<file path="src/rtl/burst_trig_pkg.sv">
`default_nettype none
`timescale 1ns/1ps
// ============================================================================
// Module      : burst_trig_pkg
// Description : Shared state encoding and default widths for the burst
//               trigger controller.
// Revision    : 1.0 - initial release
// ============================================================================
package burst_trig_pkg;

    localparam int DEF_CNT_W = 16;   // burst cycle counter width
    localparam int DEF_DLY_W = 24;   // delay / holdoff counter width

    typedef enum logic [1:0] {
        ST_IDLE    = 2'd0,
        ST_DELAY   = 2'd1,
        ST_BURST   = 2'd2,
        ST_HOLDOFF = 2'd3
    } state_t;

endpackage : burst_trig_pkg
`default_nettype wire

</file>
<file path="src/rtl/trig_down_cnt.sv">
`default_nettype none
`timescale 1ns/1ps
// ============================================================================
// Module      : trig_down_cnt
// Description : Loadable down-counter that saturates at zero.
//               Priority: clear > load > decrement.
// Ports       : clk_i, rst_ni   - clock, async active-low reset
//               clr_i           - synchronous clear to zero
//               load_i/val_i    - load a new count
//               dec_i           - decrement (ignored once at zero)
//               zero_o          - count is zero
// Revision    : 1.0 - initial release
// ============================================================================
module trig_down_cnt #(
    parameter int W = 16
) (
    input  logic         clk_i,
    input  logic         rst_ni,
    input  logic         clr_i,
    input  logic         load_i,
    input  logic [W-1:0] val_i,
    input  logic         dec_i,
    output logic         zero_o
);

    logic [W-1:0] cnt_q;
    logic [W-1:0] cnt_d;

    always_comb begin
        cnt_d = cnt_q;
        if (clr_i) begin
            cnt_d = '0;
        end else if (load_i) begin
            cnt_d = val_i;
        end else if (dec_i && (cnt_q != '0)) begin
            cnt_d = cnt_q - W'(1);
        end
    end

    always_ff @(posedge clk_i or negedge rst_ni) begin
        if (!rst_ni) begin
            cnt_q <= '0;
        end else begin
            cnt_q <= cnt_d;
        end
    end

    assign zero_o = (cnt_q == '0);

endmodule : trig_down_cnt
`default_nettype wire

</file>
<file path="src/rtl/burst_trigger_ctrl.sv">
`default_nettype none
`timescale 1ns/1ps
// ============================================================================
// Module      : burst_trigger_ctrl
// Description : Converts toggle-coded trigger events into a gated waveform
//               burst: programmable start delay, N waveform cycles (or
//               continuous until the next trigger when N=0), then holdoff.
//               Triggers arriving while busy are flagged and dropped.
// Ports       : Clock, Reset_n          - clock, async active-low reset
//               Burst_EN                - enable; low aborts to IDLE
//               Trig_Din                - toggle-coded trigger
//               Cycle_End               - waveform period wrap pulse
//               Burst_Count/Delay_Count/Holdoff_Count - configuration
//               Wave_EN, Busy, Burst_Done, Trig_Missed - status/gating
// Revision    : 1.0 - initial release
// ============================================================================
module burst_trigger_ctrl
    import burst_trig_pkg::*;
#(
    parameter int CNT_W = DEF_CNT_W,
    parameter int DLY_W = DEF_DLY_W
) (
    input  logic             Clock,
    input  logic             Reset_n,
    input  logic             Burst_EN,
    input  logic             Trig_Din,
    input  logic             Cycle_End,
    input  logic [CNT_W-1:0] Burst_Count,
    input  logic [DLY_W-1:0] Delay_Count,
    input  logic [DLY_W-1:0] Holdoff_Count,
    output logic             Wave_EN,
    output logic             Busy,
    output logic             Burst_Done,
    output logic             Trig_Missed
);

    state_t             state_q, state_d;
    logic               trig_last_q;
    logic [CNT_W-1:0]   burst_sh_q, burst_sh_d;
    logic [DLY_W-1:0]   hold_sh_q, hold_sh_d;
    logic               wave_en_q, wave_en_d;
    logic               done_q, done_d;
    logic               missed_q, missed_d;

    logic               event_w;
    logic               cnt_clr_w;
    logic               dly_load_w, dly_dec_w, dly_zero_w;
    logic [DLY_W-1:0]   dly_val_w;
    logic               cyc_load_w, cyc_dec_w, cyc_zero_w;
    logic [CNT_W-1:0]   cyc_val_w;
    logic               continuous_w;

    assign event_w      = (Trig_Din != trig_last_q);
    assign continuous_w = (burst_sh_q == '0);
    // The cycle counter holds "cycles remaining after the current one", so
    // the burst ends on the Cycle_End seen while it reads zero.
    assign cyc_val_w    = continuous_w ? '0 : (burst_sh_q - CNT_W'(1));

    // Delay and holdoff never overlap, so they share one counter.
    trig_down_cnt #(.W(DLY_W)) u_dly_cnt (
        .clk_i  (Clock),
        .rst_ni (Reset_n),
        .clr_i  (cnt_clr_w),
        .load_i (dly_load_w),
        .val_i  (dly_val_w),
        .dec_i  (dly_dec_w),
        .zero_o (dly_zero_w)
    );

    trig_down_cnt #(.W(CNT_W)) u_cyc_cnt (
        .clk_i  (Clock),
        .rst_ni (Reset_n),
        .clr_i  (cnt_clr_w),
        .load_i (cyc_load_w),
        .val_i  (cyc_val_w),
        .dec_i  (cyc_dec_w),
        .zero_o (cyc_zero_w)
    );

    always_comb begin
        state_d    = state_q;
        burst_sh_d = burst_sh_q;
        hold_sh_d  = hold_sh_q;
        done_d     = 1'b0;
        missed_d   = 1'b0;
        cnt_clr_w  = 1'b0;
        dly_load_w = 1'b0;
        dly_val_w  = '0;
        dly_dec_w  = 1'b0;
        cyc_load_w = 1'b0;
        cyc_dec_w  = 1'b0;

        if (!Burst_EN) begin
            // Silent abort: no done/missed flags, events discarded.
            state_d    = ST_IDLE;
            cnt_clr_w  = 1'b1;
            burst_sh_d = '0;
            hold_sh_d  = '0;
        end else begin
            unique case (state_q)
                ST_IDLE: begin
                    if (event_w) begin
                        state_d    = ST_DELAY;
                        dly_load_w = 1'b1;
                        dly_val_w  = Delay_Count;
                        burst_sh_d = Burst_Count;
                        hold_sh_d  = Holdoff_Count;
                    end
                end
                ST_DELAY: begin
                    missed_d = event_w;
                    if (dly_zero_w) begin
                        state_d    = ST_BURST;
                        cyc_load_w = 1'b1;
                    end else begin
                        dly_dec_w = 1'b1;
                    end
                end
                ST_BURST: begin
                    if (continuous_w) begin
                        // The stop event is consumed, not reported as missed.
                        if (event_w) begin
                            state_d    = ST_HOLDOFF;
                            done_d     = 1'b1;
                            dly_load_w = 1'b1;
                            dly_val_w  = hold_sh_q;
                        end
                    end else begin
                        missed_d = event_w;
                        if (Cycle_End) begin
                            if (cyc_zero_w) begin
                                state_d    = ST_HOLDOFF;
                                done_d     = 1'b1;
                                dly_load_w = 1'b1;
                                dly_val_w  = hold_sh_q;
                            end else begin
                                cyc_dec_w = 1'b1;
                            end
                        end
                    end
                end
                ST_HOLDOFF: begin
                    missed_d = event_w;
                    if (dly_zero_w) begin
                        state_d = ST_IDLE;
                    end else begin
                        dly_dec_w = 1'b1;
                    end
                end
                default: begin
                    state_d = ST_IDLE;
                end
            endcase
        end

        wave_en_d = (state_d == ST_BURST);
    end

    always_ff @(posedge Clock or negedge Reset_n) begin
        if (!Reset_n) begin
            state_q     <= ST_IDLE;
            trig_last_q <= 1'b0;
            burst_sh_q  <= '0;
            hold_sh_q   <= '0;
            wave_en_q   <= 1'b0;
            done_q      <= 1'b0;
            missed_q    <= 1'b0;
        end else begin
            state_q     <= state_d;
            trig_last_q <= Trig_Din;  // tracked even while disabled
            burst_sh_q  <= burst_sh_d;
            hold_sh_q   <= hold_sh_d;
            wave_en_q   <= wave_en_d;
            done_q      <= done_d;
            missed_q    <= missed_d;
        end
    end

    assign Wave_EN     = wave_en_q;
    assign Busy        = (state_q != ST_IDLE);
    assign Burst_Done  = done_q;
    assign Trig_Missed = missed_q;

endmodule : burst_trigger_ctrl
`default_nettype wire

</file>
<file path="config.mk">
export PLATFORM = sky130hd
export DESIGN_NAME = burst_trigger_ctrl
export DESIGN_NICKNAME = d
export VERILOG_FILES = /design/src/rtl/burst_trig_pkg.sv /design/src/rtl/trig_down_cnt.sv /design/src/rtl/burst_trigger_ctrl.sv
export SDC_FILE = /design/constraint.sdc
export NUM_CORES = 1
export LEC_CHECK = 0
export ABC_AREA = 1
export CORE_MARGIN = 2
export CORE_UTILIZATION = 45
export CTS_BUF_LIST = sky130_fd_sc_hd__clkbuf_4
export DETAILED_ROUTE_END_ITERATION = 10
export PLACE_DENSITY = 0.67
export SLEW_MARGIN = 40
export SYNTH_ARGS = -nofsm -noshare
export SYNTH_HDL_FRONTEND = slang
export SYNTH_SLANG_ARGS = --single-unit
export TNS_END_PERCENT = 5
</file>
<file path="constraint.sdc">
create_clock -name Clock -period 1.99 [get_ports Clock]
set_input_delay 0.597 -clock Clock [delete_from_list [all_inputs] [get_ports Clock]]
set_output_delay 0.597 -clock Clock [all_outputs]
set_load 0.05 [all_outputs]
</file>
==> results by stage <==
Run status:
- The flow ran to the end, and the final reports show no timing, DRC or antenna violations.

Placement:
- The half-perimeter wire length after detailed placement is 11,000 um.
- During placement, the flow inserted port buffers numbering 72.
- The pre-CTS setup slack is -406 ps.
- The routability congestion estimate is 0.879.

Power and ir drop:
- The static leakage power is 3.86 nW.
- The worst-case IR drop observed on VDD is 378 uV.
- Of the total power, registers draw 0.300.
- Of the total power, the share spent switching nets is 0.445.
- The combinational cell fraction of total power is 0.553.
- The share of total power dissipated in the clock network is 0.147.
- Internal power comes to 4.36 mW.
- Summed over all nets, the switching power comes to 3.49 mW.
- The total power divided by cell area is 1020 nW/um^2.

Route:
- The wire length per cell after detailed routing is 14.7 um.
- Before antenna repair, the detailed router went through 6 iterations.
- In the routed layout, each cell is associated on average with a via count of 5.11.
- The first routing iteration left 416 violations.
- The routed design has 16,100 um of wire.
- The total number of vias is 5,621.
- The number of antenna-violating nets in the routed design is 0.
- The DRC violation count after routing is 0.

Cells and area:
- The net count of the finished layout is 996.
- The synthesis-to-finish area growth is 31.1%.
- The ratio of cells with drive above 1 in the final layout is 0.189.
- The number of filler instances in the final layout is 1,177.
- The library cell used most frequently in the layout, excluding fill and tap cells, is sky130_fd_sc_hd__nand2_1.
- In the layout the commonest cells are 213 x sky130_fd_sc_hd__nand2_1, 104 x sky130_fd_sc_hd__nand3_1, 94 x sky130_fd_sc_hd__inv_1.

Synthesis:
- The most instantiated flip-flop cell in the synthesis netlist is sky130_fd_sc_hd__dfrtp_1.
- The synthesized instance count is 814.
- The share of async-settable or async-resettable flops after synthesis is 1.00.
- The mapped netlist covers 5870 sq um.
- Counting flops with a built-in enable in the synthesized netlist gives 0.
- The number of unique standard cell types used by synthesis is 36.
- The Yosys step of the flow raised 0 warnings.
- Synthesis produced a netlist with a net count of 888.
- The sequential cell area fraction in the yosys report is 0.367.
- The mean instance size in the synthesized netlist is 7.21 sq um.
- After synthesis the netlist holds a flip-flop and latch count of 86.

Worst setup path:
- By startpoint and endpoint, the worst setup path is classified as flop to flop.
- The critical-path cell with the highest stage delay is sky130_fd_sc_hd__dfrtp_1.
- The worst setup path is captured at a flop.
- Tracing the worst setup path back leads to its startpoint at u_cyc_cnt.cnt_q[1].
- The critical path contains buffers and inverters numbering 3 combined.
- In this design, the stage delay of the slowest critical-path cell is 420 ps.
- The worst setup path is launched from a flop.
- Counting stages on the worst path, the most repeated cell is sky130_fd_sc_hd__nand3_1.
- In this run the worst path has a maximum fanout of 8.
- For the worst setup path, the data required time is 2360 ps.
- The data arrival time at the worst-slack endpoint is 2300 ps.
- Traced cell by cell, the critical path runs through inv_1, ha_1, nand3_1, nor2_2, nand3_2, nand2_8, nand3_4, buf_12, buf_4, nand3_1, nand3_1, nand2_1.
- The worst setup slack for register-to-register paths is 60 ps.
- The family with the most delay on the worst path is simple AND/OR/NAND/NOR gates.
- The launching point of the worst reg2reg path is u_cyc_cnt.cnt_q[1].

STA:
- The count of endpoints failing hold in the final timing report came to 0.
- The minimum clock period is 1930 ps.
- The final-report setup violation count is 0.
- The worst pin sits at a relative slew slack of 0.738.
- Hold timing on the final database bottoms out at a slack of 40.4 ps.
- The upper clock frequency limit is 518 MHz.
- The final max-slew violation count is 0.
- The fraction of the cycle the final worst path needs is 0.969.
- The worst setup margin is 61.2 ps.
- The final setup skew is 27.7 ps.
- Setup repair after global routing could not meet its margin everywhere.
- For the pin with the worst max-slew slack, the measured transition is 392 ps.

Global route:
- The all-layer global routing usage is 0.218.
- Summed over all layers, the global routing overflow is 0.
- The number of antenna violations at the first check in global routing is 1.
- The largest net degree at the start of global routing is 45.
- The number of global-route vias before repair was 5,108.
- The first global-routing pass estimated 25,300 um of wire.

Clock network:
- The number of clock buffers added by TritonCTS is 9.
- The clock transition at the registers of the reported paths is 150 ps.
- In this run, post-CTS hold repair placed 0 buffers.
- CTS built an H-tree with a depth of 3.
- Counting along the longest clock path gives a buffer depth of 2.
- For the worst-skew pair, the clock arrives at the later sink with an insertion delay of 440 ps.
- Counting every sink on the clock net gives 86.
- TritonCTS built the clock tree.
- The cell chosen for the clock root is sky130_fd_sc_hd__clkbuf_4.

Floorplan:
- For this configuration, the core starts out at a cell density of 0.463.
- The width of the die is 118 um.
- The floorplan has 41 rows.
- The die footprint is 14,000 sq um.
- The floorplan step defined a core boundary enclosing 12,700 sq um.
- In this run the count of I/O pins placed on the die edge is 73.
- The die height is 118 um.

Min path:
- The path class of the tightest hold or removal check is input pin to asynchronous set/reset pin.

Flow run:
- The tool flagged a number of max-cap violations equal to 0.
## per-layer routing
| metal | vias up | wire, um | share of wire | global-route usage |
|---|---|---|---|---|
| met2 | 173 | 7110 | 0.44 | 0.313 |
| met3 | 19 | 772 | 0.048 | 0.0265 |
| met5 | - | 0 | 0 | 0 |
| met4 | 0 | 204 | 0.013 | 0.0497 |
| met1 | 2622 | 8030 | 0.50 | 0.346 |
| li1 | 2807 | - | - | - |
## kinds of logic after synthesis
kind of cell | synth area share
fa+ha+maj | 0.0107
buf+inv | 0.108
xor+xnor | 0.0642
compound gates | 0.0637
flops | 0.367
simple gates | 0.387
## registers in the layout, summed over array words and instances (netlist names)
name             count
Wave_EN              1
burst_sh_q          16
u_dly_cnt.cnt_q     24
u_cyc_cnt.cnt_q     16
state_q              2
hold_sh_q           24
trig_last_q          1
Burst_Done           1
Trig_Missed          1
## Yosys cell counts (7+ instances only)
library cell | number | share of area
sky130_fd_sc_hd__nand2_1 | 217 | 0.14
sky130_fd_sc_hd__nand3_1 | 124 | 0.11
sky130_fd_sc_hd__inv_1 | 100 | 0.064
sky130_fd_sc_hd__dfrtp_1 | 86 | 0.37
sky130_fd_sc_hd__nor2_1 | 68 | 0.043
sky130_fd_sc_hd__o21ai_0 | 56 | 0.048
sky130_fd_sc_hd__xor2_1 | 37 | 0.055
sky130_fd_sc_hd__nand3_2 | 20 | 0.034
sky130_fd_sc_hd__buf_2 | 11 | 0.0094
sky130_fd_sc_hd__nor2_2 | 9 | 0.0096
sky130_fd_sc_hd__nand4_1 | 8 | 0.0085
sky130_fd_sc_hd__clkbuf_1 | 7 | 0.0045
## per-stage QoR
| step | cell area [sq um] | TNS [ps] | util | instances | total power [mW] |
|---|---|---|---|---|---|
| floorplan | 5870 | 0 | - | 814 | 5.13 |
| global placement | 6960 | -20450 | 0.549 | 1063 | 6.10 |
| detailed placement | 6960 | -21500 | 0.549 | 1063 | 6.12 |
| CTS | 7130 | 0 | 0.563 | 1080 | 7.30 |
| global route | 7690 | -148 | 0.607 | 1100 | 8.47 |
| finish | 7690 | 0 | 0.607 | 1100 | 7.85 |
## cell type report
type                       count  area (sq um)  share of cell area
antenna                        1          2.50            0.000325
multi-input combinational    595          3380               0.440
timing repair buffer         126          1370               0.178
tap                          172           215              0.0280
clock buffer                  12          90.1              0.0117
sequential                    86          2150               0.280
inverter                     104           408              0.0530
clock inverter                 4          71.3             0.00927
## repair_timing
action | in CTS | in global routing
pin swaps | 0 | 24
endpoints found under the setup margin | 1 | 44
cloned | 0 | 9
resized for setup | 0 | 70
setup buffers | 1 | 10
## path summary, 6_finish.rpt
kind,cells after the start,end
worst max-delay path,12,u_dly_cnt.cnt_q[0]
worst min-delay path,1,burst_sh_q[5]
worst max register to register,12,u_dly_cnt.cnt_q[0]
worst min register to register,2,u_cyc_cnt.cnt_q[1]
max in group asynchronous,2,u_cyc_cnt.cnt_q[11]
min in group Clock,1,trig_last_q
## power groups by stage
stage / logic, mW / clock network (mW) / registers, mW
floorplan: 2.79 / 0 / 2.33
global placement: 3.73 / 0 / 2.37
detailed placement: 3.74 / 0 / 2.38
CTS: 3.78 / 1.17 / 2.34
global route: 4.81 / 1.25 / 2.40
finish: 4.35 / 1.15 / 2.36
No activity file was read; power rests on OpenSTA's default activity.
